**config.mk**
```make
export PLATFORM = sky130hd
export DESIGN_NAME = branch_resolve_unit_flat
export DESIGN_NICKNAME = d
export VERILOG_FILES = /design/src/rtl/bru_pkg.sv /design/src/rtl/bru_if.sv /design/src/rtl/bru_meta_pipe.sv /design/src/rtl/branch_resolve_unit.sv /design/src/flat_wrapper.sv
export SDC_FILE = /design/constraint.sdc
export NUM_CORES = 1
export LEC_CHECK = 0
export ABC_AREA = 1
export CAP_MARGIN = 20
export CORE_ASPECT_RATIO = 0.6
export CORE_MARGIN = 2
export CORE_UTILIZATION = 53
export CTS_CLUSTER_DIAMETER = 30
export DETAILED_ROUTE_END_ITERATION = 8
export PLACE_DENSITY = 0.86
export SYNTH_ARGS = -nofsm -noshare
export SYNTH_HDL_FRONTEND = slang
export SYNTH_SLANG_ARGS = --single-unit
```
**constraint.sdc**
```tcl
create_clock -name clk -period 3.1 [get_ports clk]
set_input_delay 0.62 -clock clk [delete_from_list [all_inputs] [get_ports clk]]
set_output_delay 0.62 -clock clk [all_outputs]
set_load 0.02 [all_outputs]
```
**src/rtl/bru_pkg.sv**
```systemverilog
// Shared widths, metadata/resolution types and the branch resolution rule
// used by the branch resolve unit and its metadata pipeline.
package bru_pkg;

  localparam int BRU_PC_W  = 9;
  localparam int BRU_DEPTH = 3;
  localparam int BRU_CNT_W = 16;

  typedef logic [BRU_PC_W-1:0] pc_t;

  typedef struct packed {
    logic valid;
    pc_t  pc;
    logic pred;
    pc_t  ptarget;
  } meta_t;

  typedef struct packed {
    logic resolved;
    logic mispredict;
    pc_t  correct_pc;
  } res_t;

  // Fall-through PC wraps modulo 2^PC_W.
  function automatic res_t bru_resolve(meta_t e, logic is_branch, logic taken, pc_t target);
    res_t r;
    r.resolved   = e.valid & is_branch;
    r.mispredict = (e.pred != taken) | (taken & (e.ptarget != target));
    r.correct_pc = taken ? target : pc_t'(e.pc + pc_t'(1));
    return r;
  endfunction

endpackage

```
**src/rtl/bru_if.sv**
```systemverilog
// Pipeline-side bundle of the branch resolve unit: fetch metadata, Memory-stage
// outcomes, predictor update pulses, flush/redirect and statistics.
interface bru_if #(
  parameter int PC_W  = 9,
  parameter int CNT_W = 16
);

  logic             stall;
  logic             fetch_valid1, fetch_valid2;
  logic [PC_W-1:0]  fetch_pc1, fetch_pc2;
  logic             fetch_pred1, fetch_pred2;
  logic [PC_W-1:0]  fetch_ptarget1, fetch_ptarget2;
  logic             m_branch1, m_branch2;
  logic             m_taken1, m_taken2;
  logic [PC_W-1:0]  m_target1, m_target2;
  logic             upd_branch1, upd_branch2;
  logic             upd_taken1, upd_taken2;
  logic [PC_W-1:0]  upd_pc1, upd_pc2;
  logic [PC_W-1:0]  upd_target1, upd_target2;
  logic             flush;
  logic [PC_W-1:0]  redirect_pc;
  logic [CNT_W-1:0] branch_count;
  logic [CNT_W-1:0] mispredict_count;

  modport master (
    output stall,
    output fetch_valid1, fetch_valid2, fetch_pc1, fetch_pc2,
    output fetch_pred1, fetch_pred2, fetch_ptarget1, fetch_ptarget2,
    output m_branch1, m_branch2, m_taken1, m_taken2, m_target1, m_target2,
    input  upd_branch1, upd_branch2, upd_taken1, upd_taken2,
    input  upd_pc1, upd_pc2, upd_target1, upd_target2,
    input  flush, redirect_pc, branch_count, mispredict_count
  );

  modport slave (
    input  stall,
    input  fetch_valid1, fetch_valid2, fetch_pc1, fetch_pc2,
    input  fetch_pred1, fetch_pred2, fetch_ptarget1, fetch_ptarget2,
    input  m_branch1, m_branch2, m_taken1, m_taken2, m_target1, m_target2,
    output upd_branch1, upd_branch2, upd_taken1, upd_taken2,
    output upd_pc1, upd_pc2, upd_target1, upd_target2,
    output flush, redirect_pc, branch_count, mispredict_count
  );

endinterface

```
**src/rtl/bru_meta_pipe.sv**
```systemverilog
// One slot of prediction metadata carried DEPTH stages from fetch to Memory;
// holds on stall, clears every valid on a squash edge.
module bru_meta_pipe
  import bru_pkg::*;
#(
  parameter int DEPTH = BRU_DEPTH
) (
  input  logic  clk,
  input  logic  reset,
  input  logic  stall,
  input  logic  squash,
  input  meta_t in_entry,
  output meta_t m_entry
);

  meta_t stage_q [DEPTH];
  meta_t stage_d [DEPTH];

  always_comb begin
    for (int i = 0; i < DEPTH; i++) stage_d[i] = stage_q[i];
    if (!stall) begin
      stage_d[0] = in_entry;
      for (int i = 1; i < DEPTH; i++) stage_d[i] = stage_q[i-1];
      // Shift still happens on a squash so the bubbles line up with fetch restart.
      if (squash) begin
        for (int i = 0; i < DEPTH; i++) stage_d[i].valid = 1'b0;
      end
    end
  end

  always_ff @(posedge clk) begin
    if (!reset) begin
      for (int i = 0; i < DEPTH; i++) stage_q[i] <= '0;
    end else begin
      for (int i = 0; i < DEPTH; i++) stage_q[i] <= stage_d[i];
    end
  end

  assign m_entry = stage_q[DEPTH-1];

endmodule

```
**src/rtl/branch_resolve_unit.sv**
```systemverilog
// Resolves the Memory-stage branch pair against carried predictions and drives
// predictor updates, flush/redirect and saturating branch statistics.
module branch_resolve_unit
  import bru_pkg::*;
#(
  parameter int PC_W  = BRU_PC_W,
  parameter int DEPTH = BRU_DEPTH,
  parameter int CNT_W = BRU_CNT_W
) (
  input logic  clk,
  input logic  reset,
  bru_if.slave bus
);

  meta_t fetch1, fetch2, m1, m2;
  res_t  res1, res2;
  logic  eff1_res, eff1_mp, eff2_res, eff2_mp, squash;

  logic             upd_branch1_q, upd_branch1_d, upd_branch2_q, upd_branch2_d;
  logic             upd_taken1_q, upd_taken1_d, upd_taken2_q, upd_taken2_d;
  logic [PC_W-1:0]  upd_pc1_q, upd_pc1_d, upd_pc2_q, upd_pc2_d;
  logic [PC_W-1:0]  upd_target1_q, upd_target1_d, upd_target2_q, upd_target2_d;
  logic             flush_q, flush_d;
  logic [PC_W-1:0]  redirect_pc_q, redirect_pc_d;
  logic [CNT_W-1:0] branch_count_q, branch_count_d;
  logic [CNT_W-1:0] mispredict_count_q, mispredict_count_d;
  logic [CNT_W:0]   bsum, msum;

  always_comb begin
    fetch1 = '{valid: bus.fetch_valid1, pc: bus.fetch_pc1, pred: bus.fetch_pred1,
               ptarget: bus.fetch_ptarget1};
    fetch2 = '{valid: bus.fetch_valid2, pc: bus.fetch_pc2, pred: bus.fetch_pred2,
               ptarget: bus.fetch_ptarget2};
  end

  bru_meta_pipe #(.DEPTH(DEPTH)) u_pipe1 (
    .clk(clk), .reset(reset), .stall(bus.stall), .squash(squash),
    .in_entry(fetch1), .m_entry(m1)
  );

  bru_meta_pipe #(.DEPTH(DEPTH)) u_pipe2 (
    .clk(clk), .reset(reset), .stall(bus.stall), .squash(squash),
    .in_entry(fetch2), .m_entry(m2)
  );

  // Slot1 is older: its mispredict makes slot2 wrong-path.
  always_comb begin
    res1     = bru_resolve(m1, bus.m_branch1, bus.m_taken1, bus.m_target1);
    res2     = bru_resolve(m2, bus.m_branch2, bus.m_taken2, bus.m_target2);
    eff1_res = res1.resolved & ~bus.stall;
    eff1_mp  = eff1_res & res1.mispredict;
    eff2_res = res2.resolved & ~bus.stall & ~eff1_mp;
    eff2_mp  = eff2_res & res2.mispredict;
    squash   = eff1_mp | eff2_mp;
  end

  always_comb begin
    upd_branch1_d = eff1_res;
    upd_taken1_d  = eff1_res & bus.m_taken1;
    upd_pc1_d     = eff1_res ? m1.pc : '0;
    upd_target1_d = eff1_res ? bus.m_target1 : '0;
    upd_branch2_d = eff2_res;
    upd_taken2_d  = eff2_res & bus.m_taken2;
    upd_pc2_d     = eff2_res ? m2.pc : '0;
    upd_target2_d = eff2_res ? bus.m_target2 : '0;

    flush_d       = squash;
    redirect_pc_d = redirect_pc_q;
    if (eff1_mp)      redirect_pc_d = res1.correct_pc;
    else if (eff2_mp) redirect_pc_d = res2.correct_pc;
  end

  // Sums carry one extra bit; a set top bit means the counter would overflow.
  always_comb begin
    bsum = {1'b0, branch_count_q} + {{CNT_W{1'b0}}, eff1_res} + {{CNT_W{1'b0}}, eff2_res};
    msum = {1'b0, mispredict_count_q} + {{CNT_W{1'b0}}, squash};
    branch_count_d     = bsum[CNT_W] ? {CNT_W{1'b1}} : bsum[CNT_W-1:0];
    mispredict_count_d = msum[CNT_W] ? {CNT_W{1'b1}} : msum[CNT_W-1:0];
  end

  always_ff @(posedge clk) begin
    if (!reset) begin
      upd_branch1_q      <= 1'b0;
      upd_taken1_q       <= 1'b0;
      upd_pc1_q          <= '0;
      upd_target1_q      <= '0;
      upd_branch2_q      <= 1'b0;
      upd_taken2_q       <= 1'b0;
      upd_pc2_q          <= '0;
      upd_target2_q      <= '0;
      flush_q            <= 1'b0;
      redirect_pc_q      <= '0;
      branch_count_q     <= '0;
      mispredict_count_q <= '0;
    end else begin
      upd_branch1_q      <= upd_branch1_d;
      upd_taken1_q       <= upd_taken1_d;
      upd_pc1_q          <= upd_pc1_d;
      upd_target1_q      <= upd_target1_d;
      upd_branch2_q      <= upd_branch2_d;
      upd_taken2_q       <= upd_taken2_d;
      upd_pc2_q          <= upd_pc2_d;
      upd_target2_q      <= upd_target2_d;
      flush_q            <= flush_d;
      redirect_pc_q      <= redirect_pc_d;
      branch_count_q     <= branch_count_d;
      mispredict_count_q <= mispredict_count_d;
    end
  end

  assign bus.upd_branch1      = upd_branch1_q;
  assign bus.upd_taken1       = upd_taken1_q;
  assign bus.upd_pc1          = upd_pc1_q;
  assign bus.upd_target1      = upd_target1_q;
  assign bus.upd_branch2      = upd_branch2_q;
  assign bus.upd_taken2       = upd_taken2_q;
  assign bus.upd_pc2          = upd_pc2_q;
  assign bus.upd_target2      = upd_target2_q;
  assign bus.flush            = flush_q;
  assign bus.redirect_pc      = redirect_pc_q;
  assign bus.branch_count     = branch_count_q;
  assign bus.mispredict_count = mispredict_count_q;

endmodule

```
**src/flat_wrapper.sv**
```systemverilog
// flat-port wrapper written by rule: the top's interface ports become plain ports
module branch_resolve_unit_flat import bru_pkg::*;
#(
  parameter int PC_W  = BRU_PC_W,
  parameter int DEPTH = BRU_DEPTH,
  parameter int CNT_W = BRU_CNT_W
)
  (clk, reset, bus_stall, bus_fetch_valid1, bus_fetch_valid2, bus_fetch_pc1, bus_fetch_pc2, bus_fetch_pred1, bus_fetch_pred2, bus_fetch_ptarget1, bus_fetch_ptarget2, bus_m_branch1, bus_m_branch2, bus_m_taken1, bus_m_taken2, bus_m_target1, bus_m_target2, bus_upd_branch1, bus_upd_branch2, bus_upd_taken1, bus_upd_taken2, bus_upd_pc1, bus_upd_pc2, bus_upd_target1, bus_upd_target2, bus_flush, bus_redirect_pc, bus_branch_count, bus_mispredict_count);
  bru_if #(.PC_W(PC_W), .CNT_W(CNT_W)) bus_i ();
  input logic clk;
  input logic reset;
  input wire logic [$bits(bus_i.stall)-1:0] bus_stall;
  input wire logic [$bits(bus_i.fetch_valid1)-1:0] bus_fetch_valid1;
  input wire logic [$bits(bus_i.fetch_valid2)-1:0] bus_fetch_valid2;
  input wire logic [$bits(bus_i.fetch_pc1)-1:0] bus_fetch_pc1;
  input wire logic [$bits(bus_i.fetch_pc2)-1:0] bus_fetch_pc2;
  input wire logic [$bits(bus_i.fetch_pred1)-1:0] bus_fetch_pred1;
  input wire logic [$bits(bus_i.fetch_pred2)-1:0] bus_fetch_pred2;
  input wire logic [$bits(bus_i.fetch_ptarget1)-1:0] bus_fetch_ptarget1;
  input wire logic [$bits(bus_i.fetch_ptarget2)-1:0] bus_fetch_ptarget2;
  input wire logic [$bits(bus_i.m_branch1)-1:0] bus_m_branch1;
  input wire logic [$bits(bus_i.m_branch2)-1:0] bus_m_branch2;
  input wire logic [$bits(bus_i.m_taken1)-1:0] bus_m_taken1;
  input wire logic [$bits(bus_i.m_taken2)-1:0] bus_m_taken2;
  input wire logic [$bits(bus_i.m_target1)-1:0] bus_m_target1;
  input wire logic [$bits(bus_i.m_target2)-1:0] bus_m_target2;
  output wire logic [$bits(bus_i.upd_branch1)-1:0] bus_upd_branch1;
  output wire logic [$bits(bus_i.upd_branch2)-1:0] bus_upd_branch2;
  output wire logic [$bits(bus_i.upd_taken1)-1:0] bus_upd_taken1;
  output wire logic [$bits(bus_i.upd_taken2)-1:0] bus_upd_taken2;
  output wire logic [$bits(bus_i.upd_pc1)-1:0] bus_upd_pc1;
  output wire logic [$bits(bus_i.upd_pc2)-1:0] bus_upd_pc2;
  output wire logic [$bits(bus_i.upd_target1)-1:0] bus_upd_target1;
  output wire logic [$bits(bus_i.upd_target2)-1:0] bus_upd_target2;
  output wire logic [$bits(bus_i.flush)-1:0] bus_flush;
  output wire logic [$bits(bus_i.redirect_pc)-1:0] bus_redirect_pc;
  output wire logic [$bits(bus_i.branch_count)-1:0] bus_branch_count;
  output wire logic [$bits(bus_i.mispredict_count)-1:0] bus_mispredict_count;
  assign bus_i.stall = bus_stall;
  assign bus_i.fetch_valid1 = bus_fetch_valid1;
  assign bus_i.fetch_valid2 = bus_fetch_valid2;
  assign bus_i.fetch_pc1 = bus_fetch_pc1;
  assign bus_i.fetch_pc2 = bus_fetch_pc2;
  assign bus_i.fetch_pred1 = bus_fetch_pred1;
  assign bus_i.fetch_pred2 = bus_fetch_pred2;
  assign bus_i.fetch_ptarget1 = bus_fetch_ptarget1;
  assign bus_i.fetch_ptarget2 = bus_fetch_ptarget2;
  assign bus_i.m_branch1 = bus_m_branch1;
  assign bus_i.m_branch2 = bus_m_branch2;
  assign bus_i.m_taken1 = bus_m_taken1;
  assign bus_i.m_taken2 = bus_m_taken2;
  assign bus_i.m_target1 = bus_m_target1;
  assign bus_i.m_target2 = bus_m_target2;
  assign bus_upd_branch1 = bus_i.upd_branch1;
  assign bus_upd_branch2 = bus_i.upd_branch2;
  assign bus_upd_taken1 = bus_i.upd_taken1;
  assign bus_upd_taken2 = bus_i.upd_taken2;
  assign bus_upd_pc1 = bus_i.upd_pc1;
  assign bus_upd_pc2 = bus_i.upd_pc2;
  assign bus_upd_target1 = bus_i.upd_target1;
  assign bus_upd_target2 = bus_i.upd_target2;
  assign bus_flush = bus_i.flush;
  assign bus_redirect_pc = bus_i.redirect_pc;
  assign bus_branch_count = bus_i.branch_count;
  assign bus_mispredict_count = bus_i.mispredict_count;
  branch_resolve_unit #(.PC_W(PC_W), .DEPTH(DEPTH), .CNT_W(CNT_W)) u_core (.clk(clk), .reset(reset), .bus(bus_i));
endmodule
```
# After elaboration in Yosys (flattened, before gate mapping)
# Memories as Yosys holds them, arrays and structs flattened.
# Cells that the tools add are included.
# W data, S select, Z words.
classes:
  add_sub_neg: 5
  eq_ne: 4
  muxes: 22
  bitwise_logic: 22
  n_reduce_logical: 3
ops:
  columns: ["cell", "n"]
  rows:
  - ["$mux W20", 6]
  - ["$mux W60", 2]
  - ["$mux W9", 4]
  - ["$add A16 B1 Y17", 2]
  - ["$mux W16", 2]
  - ["$add A9 B1 Y9 const B", 2]
  - ["$ne A9 B9 Y1", 2]
  - ["$add A17 B1 Y17", 1]
  - ["$and A1 B1 Y1", 11]
  - ["$or A1 B1 Y1", 9]
  - ["$mux W1", 8]
  - ["$reduce_and A2 Y1", 2]
  - ["$ne A1 B1 Y1", 2]
  - ["$not A1 Y1", 2]
  - ["$reduce_bool A2 Y1", 1]
totals:
  reg_bits: 82
  ramBits: 120
  in_bits: 65
  elab_cells: 70
  memories: 2
mem_list:
  columns: ["name", "words", "width", "rd", "rd_ports_with_merged_regs", "wr", "line", "rtl"]
  rows:
  - ["u_core.u_pipe1.stage_q", 3, 20, 3, 0, 3, "bru_meta_pipe.sv:16", "meta_t stage_q [DEPTH];"]
  - ["u_core.u_pipe2.stage_q", 3, 20, 3, 0, 3, "bru_meta_pipe.sv:16", null]

# Logic depth before layout (Yosys ltp)
# Gate-level depths: netlist of the first run.
depth:
  ltp_word: 11
  depth_mapped: 19

# Modules after synthesis
# Synthesis of the first run repeated with hierarchy kept, for this count alone.
hier_totals:
  cells_unflattened: 1129
  area_unflattened_um2: 8429.3
modules_own_cells:
  columns: ["module", "n_inst", "cells_each", "area_per_inst_um2", "seq_area_each_um2"]
  rows:
  - ["bru_meta_pipe", 2, 282, 2253.4, 1201.2]
  - ["branch_resolve_unit", 1, 565, 3922.5, 1641.6]

# Worst setup path before layout of the first run
# Ideal clock, no wire load.
synth_timing:
  path_type: "input to register"
  from: "input port bus_m_taken1"
  to: "register u_core.branch_count_q[14] (netlist: u_core.bus.branch_count[14])"
  setup_time_ps: 113
  t_arrival_ps: 2529
  t_required_ps: 2987
  slack_ps: 458
  stages: 18
  path_cell_list: "buf_4 > nand3_1 > nor2_1 > nand2_1 > nor2_1 > nor2_1 > nor2_2 > fa_1 > ha_1 > nand3_1 > nor3_1 > inv_1 > nor2_2 > nand3_1 > nand2_1 > nand2_1 > o21ai_1 > inv_1"
synth_via:
  elab_chain_len: 7
  elab_cells_between_ends: 8
synth_rtl:
  columns: ["item", "line", "rtl"]
  rows:
  - ["from (decl)", "flat_wrapper.sv:23", "input wire logic [$bits(bus_i.m_taken1)-1:0] bus_m_taken1;"]
  - ["$ne A1 B1 Y1 / $and A1 B1 Y1 (equally long branches)", "bru_pkg.sv:28", "r.mispredict = (e.pred != taken) | (taken & (e.ptarget != target));"]
  - ["$or A1 B1 Y1 *", "bru_pkg.sv:28", null]
  - ["$and A1 B1 Y1 *", "branch_resolve_unit.sv:51", "eff1_mp = eff1_res & res1.mispredict;"]
  - ["$not A1 Y1 *", "branch_resolve_unit.sv:52", "eff2_res = res2.resolved & ~bus.stall & ~eff1_mp;"]
  - ["$and A1 B1 Y1 *", "branch_resolve_unit.sv:52", null]
  - ["via u_core.eff2_res", "branch_resolve_unit.sv:17", "logic eff1_res, eff1_mp, eff2_res, eff2_mp, squash;"]
  - ["$add A17 B1 Y17 *", "branch_resolve_unit.sv:75", "bsum = {1'b0, branch_count_q} + {{CNT_W{1'b0}}, eff1_res} + {{CNT_W{1'b0}}, eff2_res};"]
  - ["$mux W16 *", "branch_resolve_unit.sv:77", "branch_count_d = bsum[CNT_W] ? {CNT_W{1'b1}} : bsum[CNT_W-1:0];"]
  - ["to (signal assigned)", "branch_resolve_unit.sv:106", "branch_count_q <= branch_count_d;"]
  - ["to (decl)", "branch_resolve_unit.sv:25", "logic [CNT_W-1:0] branch_count_q, branch_count_d;"]
# The timed path passes the listed nets; every way through them passes the cells marked *.
# A chain may end at the register's enable or synchronous reset.

# Worst setup path in the final report of the first run
layout_timing:
  from: "input port bus_m_target1[5]"
  to: "register u_core.branch_count_q[10] (netlist: u_core.bus.branch_count[10])"
layout_via:
  elab_chain_len: 8
layout_rtl:
  columns: ["item", "line", "rtl"]
  rows:
  - ["from (decl)", "flat_wrapper.sv:25", "input wire logic [$bits(bus_i.m_target1)-1:0] bus_m_target1;"]
  - ["$ne A9 B9 Y1", "bru_pkg.sv:28", null]
  - ["$and A1 B1 Y1", "bru_pkg.sv:28", null]
  - ["$or A1 B1 Y1", "bru_pkg.sv:28", null]
  - ["$and A1 B1 Y1", "branch_resolve_unit.sv:51", null]
  - ["$not A1 Y1", "branch_resolve_unit.sv:52", null]
  - ["$and A1 B1 Y1", "branch_resolve_unit.sv:52", null]
  - ["via u_core.eff2_res", "branch_resolve_unit.sv:17", null]
  - ["$add A17 B1 Y17", "branch_resolve_unit.sv:75", null]
  - ["$mux W16", "branch_resolve_unit.sv:77", null]
# The timed path passes the listed nets, and every way through them passes these cells.

==> impl_metrics.env, run 1 <==
export IMPL_status="finished clean"
export IMPL_cts_sinks=202
export IMPL_core_mm2=0.0153
export IMPL_path_class="in -> reg"
export IMPL_power_density_mw_per_mm2=575
export IMPL_synthArstFlopShare_pct=0
export IMPL_num_rows=35
export IMPL_seq_area_frac_synth_pct=48.8
export IMPL_tritoncts="done"
export IMPL_ant_nets=0
export IMPL_grt_max_degree=146
export IMPL_antenna_found_initial=0
export IMPL_synth_top_cell_by_area="dfxtp_1"
export IMPL_grt_pass1_wl_um=34700
export IMPL_io_buffers=146
export IMPL_grt_pass1_vias=6931
export IMPL_finalCriticalPeriod_ns=2.84
export IMPL_postPlaceCellArea_mm2=0.0101
export IMPL_vdd_drop_max_v=0.000309
export IMPL_stdcell_area_mm2=0.0110
export IMPL_clkLatencyLatePin_ns=0.52
export IMPL_rsz0062_at_grt="no"
export IMPL_drtIter0Drc=688
export IMPL_worstPathArrival_ns=3.30
export IMPL_finalMaxSlewViolations=0
export IMPL_cts_root_buf="clkbuf_16"
export IMPL_gp_congestion=0.933
export IMPL_wire_per_inst_um=14.5
export IMPL_end_kind="register"
export IMPL_drive_above_1_share_pct=11.6
export IMPL_die_x_um=165
export IMPL_netlist_area_mm2=0.00829
export IMPL_yosys_warnings=0
export IMPL_area_delta_synth_final_pct=32.5
export IMPL_numCtsBuffers=28
export IMPL_n_fill_cell=1208
export IMPL_layout_worst_path_cycle_share_pct=91.5
export IMPL_crit_fanout=3
export IMPL_cp_slowest_cell="clkdlybuf4s50_1"
export IMPL_synth_common_cells="236 x nor2_1, 202 x dfxtp_1, 174 x nand2_1"
export IMPL_dieArea_mm2=0.0167
export IMPL_synth_seq_cells=202
export IMPL_crit_chain="clkdlybuf4s50_1 -> inv_1 -> nand2_1 -> nand2_1 -> nor2_1 -> nand3_2 -> nor2_1 -> nor2_1 -> nor2_2 -> fa_1 -> ha_1 -> nand3_1 -> nor3_2 -> inv_1 -> nor2_2 -> buf_4 -> nand2_1 -> o21ai_0 -> o21ai_0 -> inv_1"
export IMPL_leakagePower_nw=4.60
export IMPL_multi_input_area_mm2=0.00363
export IMPL_synth_avg_cell_area_um2=7.42
export IMPL_clk_path_buf_depth=3
export IMPL_hpwl_um=15800
export IMPL_register_area_mm2=0.00404
export IMPL_setup_tns_ns=0
export IMPL_worst_pin_slew_ns=0.953
export IMPL_max_freq_mhz=353
export IMPL_finalWirelength_um=21700
export IMPL_hold_viol=0
export IMPL_holdCritPathClass="in -> reg"
export IMPL_antenna_cells=0
export IMPL_slew_limit_headroom_pct=36.4
export IMPL_mappedNetlistNets=1188
export IMPL_die_h_um=101
export IMPL_vias=7667
export IMPL_worstPathRequired_ns=3.56
export IMPL_via_per_inst=5.11
export IMPL_post_route_drc_count=0
export IMPL_setup_viol=0
export IMPL_initial_utilization_pct=54.1
export IMPL_ctsHoldBuffers=0
export IMPL_grt_overflow_total=0
export IMPL_grt_usage_pct=26.1
export IMPL_synthCells=1117
export IMPL_skew_ns=0.00883
export IMPL_synthDistinctLibCells=39
export IMPL_synth_ff_type="dfxtp_1"
export IMPL_critPathLaunchType="primary input"
export IMPL_fin_util_pct=71.7
export IMPL_yosys_top_cells_area="dfxtp_1 49%, nor2_1 11%, o21ai_0 8.3%"
export IMPL_crit_path_max_incr_delay_ns=0.50
export IMPL_ios=147
export IMPL_synth_edff_count=0
export IMPL_maxCapViolations=0
export IMPL_path_clk_slew_ns=0.06
export IMPL_cts_htree_levels=1
export IMPL_dr_pass1_iters=5
export IMPL_finalNetCount=1346
export IMPL_synth_top_area_share_pct=48.8
export IMPL_synth_most_common_cell="nor2_1"
-- sequential cells by signal, summed over array words and instances, names as in the netlist --
register                     count
u_core.bus.branch_count         16
u_core.bus.flush                 1
u_core.bus.mispredict_count     16
u_core.bus.redirect_pc           9
u_core.bus.upd_branch1           1
u_core.bus.upd_branch2           1
u_core.bus.upd_pc1               9
u_core.bus.upd_pc2               9
u_core.bus.upd_taken1            1
u_core.bus.upd_taken2            1
u_core.bus.upd_target1           9
u_core.bus.upd_target2           9
u_core.u_pipe1.stage_q          60
u_core.u_pipe2.stage_q          60
-- cells in the final DEF (no fill, tap or decap), types with 7 or more instances in the layout --
master	Yosys	routed
nor2_2	32	32
clkbuf_16	0	29
nand4_1	7	7
nand3b_1	12	12
a21oi_1	60	60
inv_6	0	8
dfxtp_1	202	202
xor2_1	12	12
nor2_1	236	236
inv_2	11	11
o21ai_0	138	138
clkdlybuf4s50_1	0	144
inv_1	84	84
xnor2_1	8	8
nand3_1	44	44
nand2_1	174	174
buf_4	2	38
-- logic make-up after synthesis --
kind of cell / synth area share (%)
and+or+nand+nor: 27.3
AOI/OAI and AO/OA: 13.3
DFF: 48.8
buffers and inverters: 7.48
xor gates and xnor gates: 2.11
adders and majority gates: 0.996
-- where the power goes --
part,internal (W),total [W],switching (W),leakage [nW]
logic,0.000197,0.000466,0.000269,2.50
clock network,0.00186,0.00309,0.00124,0.445
registers,0.00270,0.00276,0.0000613,1.65
-- critical path, delay by kind of cell --
family / cells / cell delay (ns)
AO/OA/AOI/OAI: 2 / 0.22
AND/OR/NAND/NOR: 11 / 1.24
buffers and inverters: 5 / 0.83
adder cells (fa/ha/maj): 2 / 0.37
-- worst paths after layout --
check                           startpoint                            end  slack [ns]  depth (start not counted)
max reg2reg  u_core.u_pipe1.stage_q[0][41]    u_core.bus.branch_count[10]        0.52                         19
min                              bus_stall  u_core.u_pipe2.stage_q[0][59]        0.46                          3
max                       bus_m_target1[5]    u_core.bus.branch_count[10]        0.26                         20
min reg2reg  u_core.u_pipe2.stage_q[0][59]  u_core.u_pipe2.stage_q[0][59]        0.47                          2
-- layout make-up --
type	instances	share of cell area [%]
Clock buffer	31	6.77
Clock inverter	20	1.67
Inverter	96	3.28
Multi-Input combinational cell	763	33.1
Sequential cell	202	36.8
Tap cell	203	2.31
Timing Repair Buffer	184	16.1
-- metal layers --
metal / vias up / routed length (µm) / global-route usage (%)
li1: 3883 / - / -
met1: 3447 / 10800 / 39.5
met2: 302 / 8720 / 37.8
met3: 35 / 1890 / 5.84
met4: 0 / 330 / 5.70
met5: - / 0 / 0
-- stage by stage --
stage	power, W	setup WS [ns]	hold WS (ns)	instances
after floorplan	0.00307	0.458	0.434	1117
after global placement	0.00327	-0.144	0.437	1448
after detailed placement	0.00328	-0.287	0.448	1448
after CTS	0.00635	0.219	0.443	1499
after global routing	0.00654	0.0147	0.466	1499
final	0.00632	0.264	0.459	1499
-- what timing repair did --
item	4_1_cts	5_1_grt
setup endpoints to repair	0	2
setup buffers	0	0
resized for setup	0	1
No activity file was read; power rests on OpenSTA's default activity.
==> run 2, diff against run 1 <==
--- a/config.mk
+++ b/config.mk
@@ -5,14 +5,15 @@
 export SDC_FILE = /design/constraint.sdc
 export NUM_CORES = 1
 export LEC_CHECK = 0
-export ABC_AREA = 1
-export CAP_MARGIN = 20
+export ABC_AREA = 0
+export CAP_MARGIN = 0
 export CORE_ASPECT_RATIO = 0.6
 export CORE_MARGIN = 2
-export CORE_UTILIZATION = 53
+export CORE_UTILIZATION = 52
 export CTS_CLUSTER_DIAMETER = 30
 export DETAILED_ROUTE_END_ITERATION = 8
 export PLACE_DENSITY = 0.86
+export SLEW_MARGIN = 15
 export SYNTH_ARGS = -nofsm -noshare
 export SYNTH_HDL_FRONTEND = slang
 export SYNTH_SLANG_ARGS = --single-unit
==> impl_metrics.env, run 2 <==
export IMPL_grt_usage_pct=23.5
export IMPL_clk_path_buf_depth=3
export IMPL_num_rows=34
export IMPL_startpoint="bus_m_target1[5]"
export IMPL_cts_root_buf="clkbuf_16"
export IMPL_antenna_found_initial=0
export IMPL_slew_limit_headroom_pct=42.1
export IMPL_fin_cells=1175
export IMPL_synthXorXnorAreaFrac_pct=5.03
export IMPL_synth_top_family_by_area="simple AND/OR/NAND/NOR gates"
export IMPL_die_x_um=162
export IMPL_hold_viol=0
export IMPL_dp_slack_ns=-0.263
export IMPL_vias=6270
export IMPL_initial_utilization_pct=53.7
export IMPL_synth_seq_cells=202
export IMPL_cts_sinks=202
export IMPL_cts_htree_levels=1
export IMPL_synthMuxAreaShare_pct=15.9
export IMPL_netlist_area_mm2=0.00783
export IMPL_crit_fanout=3
export IMPL_met2_length_um=8290
export IMPL_dieArea_mm2=0.0161
export IMPL_synth_common_cells="202 x dfxtp_1, 130 x nor2_1, 121 x mux2i_1"
export IMPL_post_route_drc_count=0
export IMPL_synthCells=774
export IMPL_antenna_cells=0
export IMPL_finalNetCount=1028
export IMPL_finalWirelength_um=19000
export IMPL_max_freq_mhz=355
export IMPL_core_mm2=0.0146
export IMPL_vdd_drop_max_v=0.000503
export IMPL_synthDistinctLibCells=49
export IMPL_path_class="in -> reg"
export IMPL_grt_max_degree=109
export IMPL_worstPathArrival_ns=3.20
export IMPL_grt_overflow_total=0
export IMPL_highest_layer="met4"
export IMPL_wl_met3_um=1420
export IMPL_via_per_inst=5.34
export IMPL_end_kind="register"
export IMPL_setup_tns_ns=0
export IMPL_fin_ws_ns=0.287
export IMPL_finalCriticalPeriod_ns=2.81
export IMPL_postPlaceCellArea_mm2=0.00974
export IMPL_io_buffers=146
export IMPL_synth_top_cell_by_area="dfxtp_1"
export IMPL_synthSimpleGateAreaFrac_pct=16.6
export IMPL_power_density_mw_per_mm2=561
export IMPL_drtIter0Drc=407
export IMPL_grt_pass1_wl_um=30200
export IMPL_worstPathRequired_ns=3.49
export IMPL_wire_per_inst_um=16.1
export IMPL_critPathLaunchType="primary input"
export IMPL_synth_avg_cell_area_um2=10.1
export IMPL_skew_ns=0.0154
export IMPL_grt_pass1_vias=5945
export IMPL_rsz0062_at_grt="no"
export IMPL_maxCapViolations=0
export IMPL_numCtsBuffers=28
export IMPL_post_place_cells=1125
export IMPL_layout_commonest_cell="dfxtp_1"
export IMPL_synth_most_common_cell="dfxtp_1"
export IMPL_drive_above_1_share_pct=11.5
export IMPL_reg_top3="u_core.u_pipe1.stage_q: 60 flops, u_core.u_pipe2.stage_q: 60 flops"
export IMPL_min_delay_start="u_core.u_pipe2.stage_q[0][19]"
export IMPL_synth_top_area_share_pct=51.7
export IMPL_tritoncts="done"
export IMPL_synth_fa_ha_area_share_pct=1.05
export IMPL_leakagePower_nw=4.44
export IMPL_area_delta_synth_final_pct=35.7
export IMPL_yosys_top_cells_area="dfxtp_1 52%, mux2i_1 15%, nor2_1 6.2%"
export IMPL_worst_pin_slew_ns=0.869
export IMPL_die_h_um=99.0
export IMPL_clkLatencyLatePin_ns=0.52
export IMPL_gp_congestion=0.853
export IMPL_r2r_start="u_core.u_pipe1.stage_q[0][47]"
export IMPL_path_clk_slew_ns=0.05
export IMPL_stdcell_area_mm2=0.0106
export IMPL_synth_compound_area_share_pct=6.98
export IMPL_holdCritPathClass="reg -> reg"
export IMPL_cts_setup_buffers=0
export IMPL_hpwl_um=13500
export IMPL_synth_ff_type="dfxtp_1"
export IMPL_ios=147
export IMPL_ant_nets=0
export IMPL_synthArstFlopShare_pct=0
export IMPL_final_cell_mix="202 x dfxtp_1, 145 x clkdlybuf4s50_1, 130 x nor2_1"
export IMPL_hold_ws_ns=0.478
export IMPL_setup_viol=0
export IMPL_seq_area_frac_synth_pct=51.7
export IMPL_status="finished clean"
export IMPL_dr_pass1_iters=5
export IMPL_finalMaxSlewViolations=0
export IMPL_wl_met1_um=8920
export IMPL_layout_worst_path_cycle_share_pct=90.7
export IMPL_synth_edff_count=0
export IMPL_yosys_warnings=0
export IMPL_mappedNetlistNets=845
run 2: area by class of cell:
type | instances | area (µm²)
Fill cell | 1083 | 3970
Clock buffer | 40 | 786
Timing Repair Buffer | 195 | 1840
Inverter | 11 | 43.8
Clock inverter | 10 | 80.1
Sequential cell | 202 | 4040
Multi-Input combinational cell | 519 | 3580
Tap cell | 198 | 248
run 2: stage by stage:
stage / power, W / utilization (%)
floorplan: 0.00294 / -
CTS: 0.00600 / 72.7
global route: 0.00616 / 72.8
finish: 0.00596 / 72.8
global placement: 0.00310 / 66.8
detailed placement: 0.00311 / 66.8
run 2: power breakdown:
part / switching (W) / internal [W]
Clock: 0.00113 / 0.00176
Sequential: 0.0000376 / 0.00266
Combinational: 0.000172 / 0.000193
Total: 0.00134 / 0.00462
run 2: worst max-delay path, stage by stage:
cell             delay, ns
clkdlybuf4s50_1       0.53
xnor2_2               0.15
nand4_1               0.15
or3_4                 0.38
a21oi_2               0.18
fa_1                  0.23
ha_1                  0.19
inv_1                 0.07
nor3_2                0.24
buf_4                 0.16
nand2_1               0.06
a31oi_1               0.15
a211oi_1              0.09
run 2: kinds of logic after synthesis:
kind of cell / after synthesis
multiplexers: 124
buffers and inverters: 53
XOR/XNOR: 45
adder cells (fa/ha/maj): 6
flip-flops: 202
AO/OA/AOI/OAI: 82
AND/OR/NAND/NOR: 262
run 2: path summary, 6_finish.rpt:
| kind | slack (ns) | to | depth (start not counted) |
|---|---|---|---|
| max | 0.29 | u_core.bus.branch_count[12] | 13 |
| min | 0.48 | u_core.u_pipe2.stage_q[0][19] | 1 |
| max reg2reg | 0.49 | u_core.bus.branch_count[12] | 12 |
| min reg2reg | 0.48 | u_core.u_pipe2.stage_q[0][19] | 1 |
run 2: per-layer routing:
| metal | GRT usage [%] | vias up |
|---|---|---|
| li1 | - | 3061 |
| met1 | 33.5 | 2964 |
| met2 | 36.3 | 218 |
| met3 | 5.47 | 27 |
| met4 | 5.45 | 0 |
| met5 | 0 | - |
run 2: repair_timing:
item | CTS | global route
hold buffers | 0 | 0
endpoints found under the setup margin | 0 | 5
resized for setup | 0 | 2
